`src/rtl/bullet_pool.sv`:
```
// Pool of NUM_BULLETS player bullets: fire-key edge/auto-fire requests, frame-paced
// movement and cooldown, hit clearing, and a zero-latency pixel coverage query.
module bullet_pool #(
  parameter int          NUM_BULLETS = 4,
  parameter logic [7:0]  FIRE_KEY    = 8'h2C,
  parameter int          AUTO_FIRE   = 0,
  parameter int          COOLDOWN    = 8,
  parameter int          SPEED       = 4,
  parameter logic [9:0]  START_Y     = 10'd440,
  parameter logic [9:0]  X_OFFSET    = 10'd15,
  parameter int          BULLET_W    = 2,
  parameter int          BULLET_H    = 8,
  localparam int         SLOT_W      = (NUM_BULLETS > 1) ? $clog2(NUM_BULLETS) : 1
) (
  input  logic                   Clk,
  input  logic                   Reset,
  input  logic                   frame_tick,
  input  logic [7:0]             keycode,
  input  logic                   is_playing,
  input  logic [9:0]             player_x,
  input  logic                   hit_valid,
  input  logic [SLOT_W-1:0]      hit_slot,
  input  logic [9:0]             DrawX,
  input  logic [9:0]             DrawY,
  output logic                   bullet_on,
  output logic [SLOT_W-1:0]      bullet_slot,
  output logic [NUM_BULLETS-1:0] active_mask,
  output logic [15:0]            shots_fired
);

  localparam logic [9:0]  SPEED_10    = 10'(SPEED);
  localparam logic [7:0]  COOLDOWN_8  = 8'(COOLDOWN);
  localparam logic [10:0] BULLET_W_11 = 11'(BULLET_W);
  localparam logic [10:0] BULLET_H_11 = 11'(BULLET_H);

  logic [NUM_BULLETS-1:0] active_q, active_d;
  logic [9:0]             x_q [NUM_BULLETS];
  logic [9:0]             x_d [NUM_BULLETS];
  logic [9:0]             y_q [NUM_BULLETS];
  logic [9:0]             y_d [NUM_BULLETS];
  logic [7:0]             cooldown_q, cooldown_d;
  logic                   pending_q, pending_d;
  logic                   key_prev_q, key_prev_d;
  logic [15:0]            shots_q, shots_d;

  logic                   key_now;
  logic                   fire_req;
  logic [NUM_BULLETS-1:0] hit_mask;
  logic [NUM_BULLETS-1:0] survive_mask;
  logic [NUM_BULLETS-1:0] free_mask;
  logic                   spawn_found;
  logic [SLOT_W-1:0]      spawn_idx;
  logic                   spawn;

  always_comb begin
    key_now    = (keycode == FIRE_KEY);
    key_prev_d = key_now;
    fire_req   = pending_q | ((AUTO_FIRE != 0) ? key_now : (key_now & ~key_prev_q));

    // A hit only counts against a slot that currently holds a bullet
    hit_mask = '0;
    for (int i = 0; i < NUM_BULLETS; i++) begin
      if (hit_valid && (hit_slot == SLOT_W'(i))) hit_mask[i] = active_q[i];
    end

    survive_mask = active_q & ~hit_mask;
    for (int i = 0; i < NUM_BULLETS; i++) begin
      x_d[i] = x_q[i];
      y_d[i] = y_q[i];
      if (frame_tick && survive_mask[i]) begin
        if (y_q[i] < SPEED_10) survive_mask[i] = 1'b0;
        else                   y_d[i] = y_q[i] - SPEED_10;
      end
    end

    // The slot being hit this edge is not offered to the spawner
    free_mask   = ~survive_mask & ~hit_mask;
    spawn_found = 1'b0;
    spawn_idx   = '0;
    for (int i = NUM_BULLETS - 1; i >= 0; i--) begin
      if (free_mask[i]) begin
        spawn_found = 1'b1;
        spawn_idx   = SLOT_W'(i);
      end
    end
    spawn = is_playing && frame_tick && fire_req && (cooldown_q == 8'd0) && spawn_found;

    active_d   = survive_mask;
    cooldown_d = cooldown_q;
    pending_d  = fire_req;
    shots_d    = shots_q;

    if (frame_tick) begin
      if (cooldown_q != 8'd0) cooldown_d = cooldown_q - 8'd1;
      pending_d = 1'b0;
    end

    if (spawn) begin
      for (int i = 0; i < NUM_BULLETS; i++) begin
        if (spawn_idx == SLOT_W'(i)) begin
          active_d[i] = 1'b1;
          x_d[i]      = player_x + X_OFFSET;
          y_d[i]      = START_Y;
        end
      end
      cooldown_d = COOLDOWN_8;
      if (shots_q != 16'hFFFF) shots_d = shots_q + 16'd1;
    end

    if (!is_playing) begin
      active_d   = '0;
      pending_d  = 1'b0;
      cooldown_d = 8'd0;
    end
  end

  always_ff @(posedge Clk) begin
    if (Reset) begin
      active_q   <= '0;
      cooldown_q <= 8'd0;
      pending_q  <= 1'b0;
      key_prev_q <= 1'b0;
      shots_q    <= 16'd0;
      for (int i = 0; i < NUM_BULLETS; i++) begin
        x_q[i] <= 10'd0;
        y_q[i] <= 10'd0;
      end
    end else begin
      active_q   <= active_d;
      cooldown_q <= cooldown_d;
      pending_q  <= pending_d;
      key_prev_q <= key_prev_d;
      shots_q    <= shots_d;
      for (int i = 0; i < NUM_BULLETS; i++) begin
        x_q[i] <= x_d[i];
        y_q[i] <= y_d[i];
      end
    end
  end

  // Coverage is evaluated in 11 bits so x+W and y+H cannot wrap
  always_comb begin
    bullet_on   = 1'b0;
    bullet_slot = '0;
    for (int i = NUM_BULLETS - 1; i >= 0; i--) begin
      if (active_q[i]
          && ({1'b0, x_q[i]} <= {1'b0, DrawX})
          && ({1'b0, DrawX} < ({1'b0, x_q[i]} + BULLET_W_11))
          && ({1'b0, y_q[i]} <= {1'b0, DrawY})
          && ({1'b0, DrawY} < ({1'b0, y_q[i]} + BULLET_H_11))) begin
        bullet_on   = 1'b1;
        bullet_slot = SLOT_W'(i);
      end
    end
  end

  assign active_mask = active_q;
  assign shots_fired = shots_q;

endmodule

```
`config.mk`:
```
export PLATFORM = sky130hd
export DESIGN_NAME = bullet_pool
export DESIGN_NICKNAME = d
export VERILOG_FILES = /design/src/rtl/bullet_pool.sv
export SDC_FILE = /design/constraint.sdc
export NUM_CORES = 1
export LEC_CHECK = 0
export BUFFER_PORTS_ARGS = -buffer_cell sky130_fd_sc_hd__buf_2
export CAP_MARGIN = 20
export CORE_MARGIN = 1
export CORE_UTILIZATION = 67
export CTS_BUF_LIST = sky130_fd_sc_hd__clkbuf_8
export CTS_CLUSTER_SIZE = 40
export DETAILED_ROUTE_END_ITERATION = 6
export MAX_ROUTING_LAYER = met4
export PLACE_DENSITY_LB_ADDON = 0.15
export REMOVE_ABC_BUFFERS = 1
export SLEW_MARGIN = 30
export SYNTH_ARGS = -nofsm -noshare
export SYNTH_HDL_FRONTEND = slang
export SYNTH_SLANG_ARGS = --single-unit
```
`constraint.sdc`:
```
create_clock -name Clk -period 4.3 [get_ports Clk]
set_input_delay 0.43 -clock Clk [delete_from_list [all_inputs] [get_ports Clk]]
set_output_delay 0.43 -clock Clk [all_outputs]
set_load 0.01 [all_outputs]
```
==> out/metrics.sh <==
SYNTH_CELLS=1071
TIMING_HOLD_VIOLATIONS_FINAL=0
N_ANTENNA_CELL=0
FIN_HOLD_WS_NS=0.283
ANTENNA_FOUND_INITIAL=0
TOTAL_CONGESTION_OVERFLOW=0
TOP_LEVEL_PORTS=68
CTS-BUFFERS-INSERTED=9
NUMBER_OF_DRC_VIOLATIONS_AFTER_DETAILED_ROUTING=0
MAX_CLOCK_FREQ_MHz=263
VIA_COUNT_OF_THE_FIRST_GLOBAL_ROUTING_PASS=7104
POWER-PER-CELL-AREA_nW_PER_UM2=210
HOLDBUFCOUNTCTS=0
YOSYSUNIQUECELLTYPES=66
FLOORPLAN.INITIALDENSITY_PCT=69.3
PROPORTION_OF_SYNTHESIZED_FLIP_FLOPS_HAVING_ASYNCHRONOUS_SET_OR_RESET_PCT=0
WORST_HOLD_PATH_TYPE='input pin to flop'
CPLARGESTDELAYFAMILY='compound AO/OA/AOI/OAI gates'
ROUTE.FINAL.WIRE_LENGTH_MICRONS=21900
YOSYS.CELL_COUNT.TOP_TYPE='ha_1'
NETS=1326
CLOCKBUFFERDEPTH=2
POST-CTS-SETUP-BUFFERS=0
ROUTED_WIRE_LENGTH_PER_INSTANCE_MICRONS=17.0
WORST_SETUP_HOLD_PATH_CLK_SLEW_NS=0.09
MOST_USED_DFF_POST_SYNTH='dfxtp_1'
DIE_HEIGHT_MICRONS=116
FINAL_MIN_PERIOD_OVER_CLOCK_PERIOD_PCT=88.5
CRIT_CHAIN='ha_1 > and3_1 > nand3_1 > xor2_1 > ha_1 > or3_1 > a221oi_1 > o21ai_0 > a221o_1 > a311oi_1 > nor2_1 > nor3_1 > buf_2'
MAX-CAP-VIOLATIONS=0
CTS_NUM_SINKS=102
CLOCKROOTBUFFER='clkbuf_8'
SLOWEST_STAGE='dfxtp_1'
DRT-INITIAL-DRC-COUNT=745
ROWS=41
SYNTHTOPCELLSBYCOUNT='166 x ha_1, 108 x nor2_1, 102 x dfxtp_1'
CRITICAL_PATH.N_BUFFERS_INVERTERS=1
RUN_STATUS='finished, final reports clean'
STATIC-LEAKAGE-POWER_nW=4.08
LARGEST_NET_DEGREE_AT_THE_START_OF_GLOBAL_ROUTING=90
TRANSITION_TIME_OF_THE_TIGHTEST_SLEW_CHECK_PIN_NS=0.715
SYNTHESIS.AREA_PER_INSTANCE_SQ_UM=8.20
PLACER_S_FINAL_ROUTABILITY_CONGESTION_ESTIMATE=0.948
TOTAL_GRT_USAGE_PCT=34.8
CPMOSTUSEDCELL='ha_1'
MAPPED_AREA_SQ_UM=8780
TIMING.REG2REG.SETUP_SLACK_NS=1.09
DETAILEDROUTE.FIRSTPASSITERATIONCOUNT=6
SEQ_AREA_FRAC_SYNTH_PCT=23.3
PLACE.PORT_BUFFERS=67
FINAL_NUMBER_OF_SETUP_VIOLATING_ENDPOINTS=0
CLOCK-SKEW-FINAL_NS=0.0155
HPWLAFTERDP_MICRONS=16700
CORE-AREA_SQ_UM=12700
FLOW.AREA_GROWTH_FROM_SYNTHESIS_PCT=7.31
CRIT_ARRIVAL_NS=3.38
SLEW_HEADROOM_PCT=52.2
FINALCRITICALPERIOD_NS=3.81
CP-END-KIND='output pin'
TIMING_MAX_TRANSITION_VIOLATIONS_FINAL=0
DIE_AREA_SQ_UM=13600
CRITICAL_PATH_REQUIRED_NS=3.87
CTS_TREE='done'
WORST_PATH_CLASS_SETUP='flop to output pin'
NETLIST.AREA_LEADER.SHARE_PCT=23.7
SYNTHDOMINANTAREACELLTYPE='ha_1'
TIMING.CRITICAL_PATH.FROM_TYPE='flop'
AVGVIACOUNTPERCELL=6.11
VDD_IR_DROP_MAX_mV=0.352
PATH_MAX_FANOUT=7
GRT_PASS1_WL_MICRONS=35100
GRT_SETUP_UNREPAIRED='no'
CLOCK_INSERTION_DELAY_AT_THE_LATER_PIN_OF_THE_SKEW_REPORT_NS=0.40
YS_WARN_COUNT=0
FP.DIEW_MICRONS=116
SYNTH_SEQ_CELLS=102
SETUP-TNS-FINAL_NS=0
NUMBER_OF_VIAS_AFTER_DETAILED_ROUTING=7888
SYNTH_TOP_CELLS_BY_AREA='ha_1 24%, dfxtp_1 23%, xor2_1 5.8%, nor2_1 4.6%, a21oi_1 3.9%'
SYNTH_ENABLE_FLOP_CELLS=0
LARGEST_INCREMENTAL_DELAY_ON_THE_CRITICAL_PATH_NS=0.47
POSTCTSRESIZEDCELLS=0
DRIVE_GT1_SHARE_PCT=9.02
UTILIZATION_PCT=74.3
H-TREE-DEPTH=3
ANTENNA_LEFT=0
placed cells by master (no fill, tap or decap), types with 4 or more instances in the layout:
cell | Yosys | routed
ha_1 | 166 | 166
or3_1 | 7 | 7
nor4_1 | 5 | 5
o21ai_0 | 24 | 24
nand3_1 | 50 | 50
a21o_1 | 18 | 18
a211o_1 | 5 | 5
a211oi_1 | 14 | 14
nor3b_1 | 10 | 10
buf_2 | 7 | 67
clkbuf_8 | 0 | 9
dfxtp_1 | 102 | 102
a221oi_1 | 5 | 5
a31oi_1 | 9 | 9
nand2b_1 | 10 | 10
xnor2_1 | 35 | 35
and2_1 | 5 | 5
a21oi_1 | 69 | 69
xor2_1 | 58 | 58
mux2i_1 | 11 | 11
inv_1 | 64 | 66
o21a_1 | 8 | 8
and3_1 | 22 | 22
nand4_1 | 24 | 24
o22ai_1 | 8 | 8
and4_1 | 10 | 10
o211ai_1 | 7 | 7
o21bai_1 | 6 | 6
nor2_1 | 108 | 107
nand2_1 | 77 | 77
nor3_1 | 45 | 45
a2111oi_0 | 4 | 4
through the flow:
stage,worst slack [ns],cells,total power [W],area (sq um)
after detailed placement,0.901,1276,0.00132,9210
after CTS,0.466,1292,0.00198,9420
after global placement,0.996,1276,0.00132,9200
after floorplan,1.10,1033,0.00120,8610
final,0.493,1292,0.00198,9420
after global routing,0.186,1292,0.00206,9420
flip-flops by register name, indices dropped and copies added, names as in the netlist:
name and cells:
active_mask 4, pending_q 1, shots_fired 16, y_q 32
x_q 40, cooldown_q 8, key_prev_q 1
worst paths after layout:
check,cells past startpoint,start,end
min,4,keycode[4],key_prev_q
min reg2reg,2,cooldown_q[6],cooldown_q[6]
max,13,y_q[2][3],bullet_slot[1]
max reg2reg,8,y_q[0][3],x_q[3][3]
power breakdown:
part / total (W) / internal [W] / switching, W
Clock: 0.000673 / 0.000325 / 0.000348
Sequential: 0.000971 / 0.000956 / 0.0000147
Combinational: 0.000338 / 0.000134 / 0.000204
Total: 0.00198 / 0.00141 / 0.000566
layout make-up:
type	instances	area (sq um)
inverters	64	240
multi-input cells	867	6330
well taps	172	215
clock buffers	9	124
flip-flops and latches	102	2040
repair buffers	71	378
clock inverters	7	88.8
fillers	1050	3250
per-layer routing:
layer  up-vias  wire length, microns  global-route usage, %
met2       267                  9880                   53.7
met3        48                  1590                   4.98
met5         -                     0                      -
met4         0                   526                   13.2
li1       3932                     -                      -
met1      3641                  9930                   46.1
worst register-to-register path: stages, from the launching register on:
cell     delay [ns]
dfxtp_1        0.48
inv_1          0.13
ha_1           0.21
nor4b_1        0.15
a41oi_1        0.38
nor4b_2        0.66
and4_1         0.74
mux2i_1        0.29
nor2_1         0.06
kinds of logic after synthesis:
| family | synth area share (%) |
|---|---|
| AO/OA/AOI/OAI | 14.6 |
| XOR/XNOR | 9.28 |
| adder cells (fa/ha/maj) | 23.7 |
| buffers and inverters | 4.63 |
| flip-flops | 23.3 |
| multiplexers | 1.25 |
| AND/OR/NAND/NOR | 23.3 |
(Power assumes the default switching activity.)
